==> config.mk <==
export PLATFORM = sky130hd
export DESIGN_NAME = inst_fetch_unit_flat
export DESIGN_NICKNAME = d
export VERILOG_FILES = /design/src/rtl/mips_pkg.sv /design/src/rtl/inst_fetch_unit_if.sv /design/src/rtl/next_pc_calc.sv /design/src/rtl/inst_fetch_unit.sv /design/src/flat_wrapper.sv
export SDC_FILE = /design/constraint.sdc
export NUM_CORES = 1
export LEC_CHECK = 0
export CAP_MARGIN = 20
export CORE_ASPECT_RATIO = 1.5
export CORE_MARGIN = 2
export CORE_UTILIZATION = 40
export CTS_CLUSTER_SIZE = 16
export DETAILED_ROUTE_END_ITERATION = 6
export HOLD_SLACK_MARGIN = 0.12
export PLACE_DENSITY = 0.79
export SETUP_SLACK_MARGIN = 0.3
export SKIP_CTS_REPAIR_TIMING = 1
export SLEW_MARGIN = 20
export SYNTH_ARGS = -nofsm -noshare
export SYNTH_HDL_FRONTEND = slang
export SYNTH_SLANG_ARGS = --single-unit
==> constraint.sdc <==
create_clock -name i_clk -period 4.2 [get_ports i_clk]
set_input_delay 0.84 -clock i_clk [delete_from_list [all_inputs] [get_ports i_clk]]
set_output_delay 0.84 -clock i_clk [all_outputs]
set_load 0.03 [all_outputs]
==> src/rtl/mips_pkg.sv <==
// Shared MIPS front-end definitions: opcode/funct encodings, fetch FSM states,
// default reset PC and the branch offset helper.
package mips_pkg;

  localparam logic [5:0] OP_RTYPE = 6'b000000;
  localparam logic [5:0] OP_J     = 6'b000010;
  localparam logic [5:0] OP_BEQ   = 6'b000100;
  localparam logic [5:0] OP_BNE   = 6'b000101;
  localparam logic [5:0] FUNCT_JR = 6'b001000;

  localparam logic [31:0] RESET_PC_DEFAULT = 32'h0000_0000;

  typedef enum logic [1:0] {
    FETCH,
    ISSUE,
    HALT
  } fetch_state_t;

  // Sign-extended 16-bit immediate, scaled to a byte offset.
  function automatic logic [31:0] branch_offset(input logic [15:0] imm);
    return {{14{imm[15]}}, imm, 2'b00};
  endfunction

endpackage

==> src/rtl/inst_fetch_unit_if.sv <==
// Instruction memory req/ack bus: the fetch unit is the master, memory the slave.
interface inst_fetch_unit_if;
  logic        req;
  logic [31:0] addr;
  logic        ack;
  logic [31:0] rdata;

  modport master (output req, output addr, input ack, input rdata);
  modport slave  (input req, input addr, output ack, output rdata);
endinterface

==> src/rtl/next_pc_calc.sv <==
// Combinational control-transfer resolution for the held instruction.
// Priority is Jr > J > taken branch; only a Jr target can be misaligned.
module next_pc_calc
  import mips_pkg::*;
(
  input  logic [31:0] pc,
  input  logic [25:0] inst_index,
  input  logic        j,
  input  logic        jr,
  input  logic        beq,
  input  logic        bne,
  input  logic        zero,
  input  logic [31:0] jr_target,
  output logic [31:0] p4,
  output logic [31:0] target,
  output logic        taken,
  output logic        misalign
);

  always_comb begin
    p4       = pc + 32'd4;
    target   = p4;
    taken    = 1'b0;
    misalign = 1'b0;
    if (jr) begin
      target   = jr_target;
      taken    = 1'b1;
      misalign = |jr_target[1:0];
    end else if (j) begin
      target = {p4[31:28], inst_index, 2'b00};
      taken  = 1'b1;
    end else if ((beq && zero) || (bne && !zero)) begin
      target = p4 + branch_offset(inst_index[15:0]);
      taken  = 1'b1;
    end
  end

endmodule

==> src/rtl/inst_fetch_unit.sv <==
// PC owner and single-instruction fetch FSM (FETCH -> ISSUE -> FETCH, HALT on fault).
// Define MIPS_DELAY_SLOT_EN for an architectural branch delay slot.
module inst_fetch_unit
  import mips_pkg::*;
#(
  parameter logic [31:0] RESET_PC = RESET_PC_DEFAULT,
  parameter int          ADDR_W   = 32
) (
  input  logic                  i_clk,
  input  logic                  i_rst,
  inst_fetch_unit_if.master     imem,
  output logic [31:0]           o_inst,
  output logic                  o_inst_valid,
  output logic [ADDR_W-1:0]     o_pc,
  input  logic                  i_stall,
  input  logic                  i_J,
  input  logic                  i_Jr,
  input  logic                  i_Beq,
  input  logic                  i_Bne,
  input  logic                  i_zero,
  input  logic [31:0]           i_jr_target,
  output logic                  o_fault
);

  fetch_state_t      state_reg;
  logic [ADDR_W-1:0] pc_reg;
  logic [31:0]       inst_reg;
  logic              valid_reg;
  logic              req_reg;
  logic              fault_reg;

  logic [31:0] p4;
  logic [31:0] xfer_target;
  logic        xfer_taken;
  logic        xfer_misalign;
  logic [31:0] pc_next;
  logic        fault_now;

  next_pc_calc u_next_pc_calc (
    .pc         (pc_reg),
    .inst_index (inst_reg[25:0]),
    .j          (i_J),
    .jr         (i_Jr),
    .beq        (i_Beq),
    .bne        (i_Bne),
    .zero       (i_zero),
    .jr_target  (i_jr_target),
    .p4         (p4),
    .target     (xfer_target),
    .taken      (xfer_taken),
    .misalign   (xfer_misalign)
  );

`ifdef MIPS_DELAY_SLOT_EN
  logic        pend_reg;
  logic [31:0] pend_pc_reg;

  // The delay-slot instruction's own control is ignored; it just releases pend_pc.
  always_comb begin
    fault_now = !pend_reg && xfer_misalign;
    pc_next   = pend_reg ? pend_pc_reg : p4;
  end
`else
  always_comb begin
    fault_now = xfer_misalign;
    pc_next   = xfer_taken ? xfer_target : p4;
  end
`endif

  always_ff @(posedge i_clk or posedge i_rst) begin
    if (i_rst) begin
      state_reg   <= FETCH;
      pc_reg      <= RESET_PC;
      inst_reg    <= '0;
      valid_reg   <= 1'b0;
      req_reg     <= 1'b0;
      fault_reg   <= 1'b0;
`ifdef MIPS_DELAY_SLOT_EN
      pend_reg    <= 1'b0;
      pend_pc_reg <= '0;
`endif
    end else begin
      case (state_reg)
        FETCH: begin
          // First cycle out of reset raises req; ack only counts once req is up.
          if (!req_reg) begin
            req_reg <= 1'b1;
          end else if (imem.ack) begin
            inst_reg  <= imem.rdata;
            req_reg   <= 1'b0;
            valid_reg <= 1'b1;
            state_reg <= ISSUE;
          end
        end
        ISSUE: begin
          if (!i_stall) begin
            valid_reg <= 1'b0;
            if (fault_now) begin
              fault_reg <= 1'b1;
              state_reg <= HALT;
            end else begin
              pc_reg    <= pc_next;
              req_reg   <= 1'b1;
              state_reg <= FETCH;
`ifdef MIPS_DELAY_SLOT_EN
              if (pend_reg) begin
                pend_reg <= 1'b0;
              end else if (xfer_taken) begin
                pend_reg    <= 1'b1;
                pend_pc_reg <= xfer_target;
              end
`endif
            end
          end
        end
        HALT: begin
          req_reg   <= 1'b0;
          valid_reg <= 1'b0;
        end
        default: begin
          state_reg <= HALT;
          req_reg   <= 1'b0;
          valid_reg <= 1'b0;
          fault_reg <= 1'b1;
        end
      endcase
    end
  end

  assign imem.req     = req_reg;
  assign imem.addr    = pc_reg;
  assign o_inst       = inst_reg;
  assign o_inst_valid = valid_reg;
  assign o_pc         = pc_reg;
  assign o_fault      = fault_reg;

endmodule

==> src/flat_wrapper.sv <==
// flat-port wrapper written by rule: the top's interface ports become plain ports
module inst_fetch_unit_flat import mips_pkg::*;
#(
  parameter logic [31:0] RESET_PC = RESET_PC_DEFAULT,
  parameter int          ADDR_W   = 32
)
  (i_clk, i_rst, o_inst, o_inst_valid, o_pc, i_stall, i_J, i_Jr, i_Beq, i_Bne, i_zero, i_jr_target, o_fault, imem_req, imem_addr, imem_ack, imem_rdata);
  inst_fetch_unit_if imem_i ();
  input  logic i_clk;
  input  logic i_rst;
  output logic [31:0] o_inst;
  output logic o_inst_valid;
  output logic [ADDR_W-1:0] o_pc;
  input  logic i_stall;
  input  logic i_J;
  input  logic i_Jr;
  input  logic i_Beq;
  input  logic i_Bne;
  input  logic i_zero;
  input  logic [31:0] i_jr_target;
  output logic o_fault;
  output wire logic [$bits(imem_i.req)-1:0] imem_req;
  output wire logic [$bits(imem_i.addr)-1:0] imem_addr;
  input wire logic [$bits(imem_i.ack)-1:0] imem_ack;
  input wire logic [$bits(imem_i.rdata)-1:0] imem_rdata;
  assign imem_req = imem_i.req;
  assign imem_addr = imem_i.addr;
  assign imem_i.ack = imem_ack;
  assign imem_i.rdata = imem_rdata;
  inst_fetch_unit #(.RESET_PC(RESET_PC), .ADDR_W(ADDR_W)) u_core (.i_clk(i_clk), .i_rst(i_rst), .imem(imem_i), .o_inst(o_inst), .o_inst_valid(o_inst_valid), .o_pc(o_pc), .i_stall(i_stall), .i_J(i_J), .i_Jr(i_Jr), .i_Beq(i_Beq), .i_Bne(i_Bne), .i_zero(i_zero), .i_jr_target(i_jr_target), .o_fault(o_fault));
endmodule
* Word level (Yosys, flattened, before mapping)
Index checks and enable logic that the tools add are counted.
** Word-level totals
- Latch bits :: 0
- Register bits after elaboration :: 69
- Memory bits (read-only) :: 0
- Memory bits (writable) :: 0
- Memories :: 0
** Operators by class
- Divide/modulo/power cells :: 0
- Multipliers :: 0
- Bitwise logic cells :: 4
- Add/sub/neg operators :: 2
- $lt $le $gt $ge :: 0
- Muxes and demuxes :: 25
- Eq/ne operators :: 7
- Reductions and logical operators :: 13
- Shift operators :: 0
** Operators with widths (number)
- $mux 32 :: 4
- $add 32x3->32 const B :: 1
- $add 32x32->32 :: 1
- $mux 1 :: 13
- $reduce_and 3->1 :: 4
- $mux 2 :: 4
- $ne 2x2->1 const B :: 3
- $pmux 1 s2 :: 3
- $pmux 2 s3 :: 1
- $ne 2x1->1 const B :: 2
- $not 1->1 :: 4
- $reduce_and 4->1 :: 1
- $reduce_or 2->1 :: 2
- $eq 2x1->1 const B :: 1
- $eq 2x2->1 const B :: 1
- $logic_and 1x1->1 :: 2
- $logic_not 2->1 :: 1
- $reduce_and 2->1 :: 1
- $logic_not 1->1 :: 1
- $logic_or 1x1->1 :: 1

* Logic depth before layout (Yosys ltp)
- Depth after elaboration :: 7
- Depth in mapped cells :: 15
- Depth with buffers taken out :: 13

* By module
A second synthesis with hierarchy kept.
** Second synthesis, totals
- Cell total of the unflattened synthesis :: 748
- Area total of the unflattened synthesis :: 6234.7 µm²
** Modules (own cells, without submodules)
- inst_fetch_unit :: seq. area each 1726.7 µm², cells an instance 262, area an instance 3161.8 µm², instances 1
- next_pc_calc :: seq. area each 0.0 µm², cells an instance 486, area an instance 3072.9 µm², instances 1

* Worst setup path before layout
Ideal clock, no wire load.
- Path type :: flip-flop to flip-flop
- Start point :: register u_core.pc_reg[4], in the netlist u_core.imem.addr[4]
- End point :: register u_core.pc_reg[23], in the netlist u_core.imem.addr[23]
- Period minus slack after synthesis :: 3573 ps
- Stages on the path, launching flop included :: 16
- Library setup time :: 82 ps
- Arrival time :: 3491 ps
- Setup slack :: 627 ps
- Cell sequence :: dfrtp_1 and4_1 buf_2 and3b_1 buf_2 nand3_1 xnor2_1 ha_1 clkbuf_2 and4_4 and4_1 a32oi_2 a21oi_4 nor3_1 or4b_1 a31oi_1
** Between the ends
- Longest elaborated chain between the ends :: 6
** Ends and longest elaborated chain
- from (decl) :: RTL line inst_fetch_unit.sv:26 : logic [ADDR_W-1:0] pc_reg;
- from (signal assigned) :: RTL line inst_fetch_unit.sv:102 : pc_reg <= pc_next;
- $add 32x3->32 * :: RTL line next_pc_calc.sv:21 : p4 = pc + 32'd4;
- $add 32x32->32 :: RTL line next_pc_calc.sv:33 : target = p4 + branch_offset(inst_index[15:0]);
- $mux 32 :: RTL line next_pc_calc.sv:32 : end else if ((beq && zero) || (bne && !zero)) begin
- $mux 32 :: RTL line next_pc_calc.sv:29 : end else if (j) begin
- $mux 32 :: RTL line next_pc_calc.sv:25 : if (jr) begin
- $mux 32 * :: RTL line inst_fetch_unit.sv:66 : pc_next = xfer_taken ? xfer_target : p4;
Every way passes the cells marked *; elsewhere a longest branch is shown, timed or not.
A chain may end at the register's enable or synchronous reset.

* Worst setup path in the final report
Ends and elaborated chain as after synthesis.

==> impl_metrics.ini <==
[setup_path]
crit_required_ps = 4460
r2r-end = u_core.imem.addr[23]$_DFFE_PP0P_
end_kind = register
arrival_ps = 4040
crit_type = register to register
path_max_fanout = 9
reg2reg_from = u_core.imem.addr[4]$_DFFE_PP0P_
cp-start-kind = register
r2r_slack_ps = 420
rr_worst_depth = 13

[clock_tree]
cts_made_buffers = 9
cts_buffer_depth = 2
htreeDepth = 3
cts.sinks = 69
tritoncts = yes
root_buffer = clkbuf_16
clock_latency_ps = 350
path_clk_slew_ps = 70

[cells_and_area]
area.sequential_um2 = 1730
layout_common_cells = clkdlybuf4s50_1, dfrtp_1, nand2_1
nFillCells = 1394
multi_input_area_um2 = 3870
diodes = 0
layout-drive-gt1-share = 0.111
final_common_cell = clkdlybuf4s50_1
synthToLayoutAreaGrowth_pct = 34.7
final_nets = 955

[global_routing]
grt_max_degree = 35
grt_pass1_vias = 6149
grtUsageTotal = 0.266
antenna_found_initial = 0
grt_first_pass_wirelength_um = 33500
overflow = 0

[timing]
period_share = 0.900
relSlewSlack = 0.522
setup_violations = 0
fmax_ghz = 0.265
rsz0062_at_grt = no
hold_viol_final = 0
maxSlewViolCount = 0
whs_ps = 456
tightest_slew_ps = 715
fin_crit_ps = 3780
skew_ps = 12.1
setup_total_negative_slack_ps = 0

[logic_synthesis]
synth_top_area_frac = 0.288
yosysSeqAreaShare = 0.288
synth_top_area_cell = dfrtp_1
ys.flop_type = dfrtp_1
netlist_area_um2 = 6000
yosys_warnings = 0
syn_inst = 707
synth_edf_count = 0
ys_ff_latch = 69
synth.avg_cell_area_um2 = 8.48
synth_area_leaders = dfrtp_1, ha_1, mux2_2, a21oi_1, xnor2_1
synth.distinct_cells = 70
async_flop_share = 1.00
syn-num-nets = 818

[power_and_ir_drop]
power_frac_clock = 0.494
p_sw_frac = 0.258
p_sw_uw = 423
power_frac_seq = 0.405
internal_power_mw = 1.22
leakagePower_nw = 3.55
max-vdd-ir-drop_mv = 0.160
powerDensity_nw_per_um2 = 203
power_mw = 1.64
power_frac_comb = 0.101

[placement]
gp_congestion = 1.01
dp_hpwl_um = 16400
port_buffers = 171

[routing]
routedWlPerCell_um = 20.7
routed_wl_um = 21700
postRouteAntennaNets = 0
first_iter_violations = 396
via_count = 6268
viasPerCell = 6.00
dr.pass1.iters = 5
drc = 0

[die]
core_um2 = 14600
start_util = 0.411
rows = 54
ioPinCount = 172
die_y_um = 154
fp.dieW_um = 104
fp.dieArea_um2 = 16000

[outcome]
status = finished, final reports clean

[worst_hold_path]
hold_class = register to register
hold_path_end = u_core.o_fault$_DFFE_PP0P_
worstHoldPathCells = 1
holdCritStartpoint = u_core.o_fault$_DFFE_PP0P_

[run]
drv_cap = 0
power groups by stage:
stage	Combinational [mW]	Clock, mW	Sequential [mW]
6_report	0.166	0.810	0.664
5_1_grt	0.178	0.850	0.664
4_1_cts	0.164	0.819	0.664
3_5_place_dp	0.163	0	0.677
3_3_place_gp	0.163	0	0.677
2_1_floorplan	0.0569	0	0.677
cells by family (layout without fill, tap and decap cells):
kind of cell,Yosys count,count (layout),share of synthesized area
xor gates and xnor gates,47,47,0.0712
muxes,38,38,0.0701
DFF,69,69,0.288
AOI/OAI and AO/OA,215,215,0.237
adders and majority gates,38,38,0.0806
buffers and inverters,79,221,0.0705
and+or+nand+nor,221,221,0.183
layout make-up:
type,instances,share of cell area
Multi-Input combinational cell,559,0.479
Timing Repair Buffer,192,0.233
Sequential cell,69,0.214
Tap cell,196,0.0304
Clock buffer,9,0.0279
Clock inverter,7,0.00991
Inverter,13,0.00604
metal layers:
layer  routed length [µm]  part of all wire  GRT usage  up-vias
met5                    0                 0          0        -
met4                 1000             0.046      0.129        0
met3                 1370             0.063     0.0458       67
met2                11100              0.51      0.475      314
met1                 8170              0.38      0.307     3000
li1                     -                 -          -     2887
synthesized netlist by cell type (all sizes together) (2+ instances only):
master	n
o31ai	5
o22ai	12
o211ai	10
and3	19
clkbuf	29
a211oi	7
o221ai	7
nor3	15
nand4	19
nand2	66
buf	37
ha	37
nand2b	4
mux2	32
dfrtp	69
o21a	6
a221o	4
a21o	8
o21bai	5
nor2	53
a221oi	5
nand3	21
o311ai	2
and4	7
or4b	2
a22oi	2
mux2i	6
a311oi	3
a31oi	12
a31o	4
inv	13
o21ba	2
or3	6
xnor2	33
a21oi	61
xor2	13
a32oi	2
and2	3
o2111ai	2
o21ai	47
a211o	3
how the worst max path moves through the flow:
stage	from	end	cells after the start
global placement	u_core.imem.addr[4]$_DFFE_PP0P_	u_core.imem.addr[23]$_DFFE_PP0P_	13
CTS	u_core.imem.addr[4]$_DFFE_PP0P_	u_core.imem.addr[23]$_DFFE_PP0P_	13
finish	u_core.imem.addr[4]$_DFFE_PP0P_	u_core.imem.addr[23]$_DFFE_PP0P_	13
floorplan	u_core.imem.addr[4]$_DFFE_PP0P_	u_core.imem.addr[23]$_DFFE_PP0P_	15
global route	u_core.imem.addr[18]$_DFFE_PP0P_	u_core.imem.addr[30]$_DFFE_PP0P_	12
detailed placement	u_core.imem.addr[4]$_DFFE_PP0P_	u_core.imem.addr[23]$_DFFE_PP0P_	13
worst max-delay path, stage by stage (launching register included):
cell     delay [ps]
dfrtp_1         500
and4_2          360
and3b_2         330
buf_4           190
nand2_1          90
xnor2_2         190
ha_1            380
and4_1          240
and4_1          210
a32oi_2          80
a21oi_4         300
nor3_1           90
or4b_1          530
a31oi_1         210
per-stage QoR:
step           cell area [µm²]  instances  utilization  setup slack [ps]
2_1_floorplan             6000        707            -               627
3_3_place_gp              7760       1029        0.532               554
3_5_place_dp              7760       1029        0.532               376
4_1_cts                   8060       1045        0.553               298
5_1_grt                   8080       1045        0.553               303
6_report                  8080       1045        0.553               420
No activity file was read; power rests on OpenSTA's default activity.
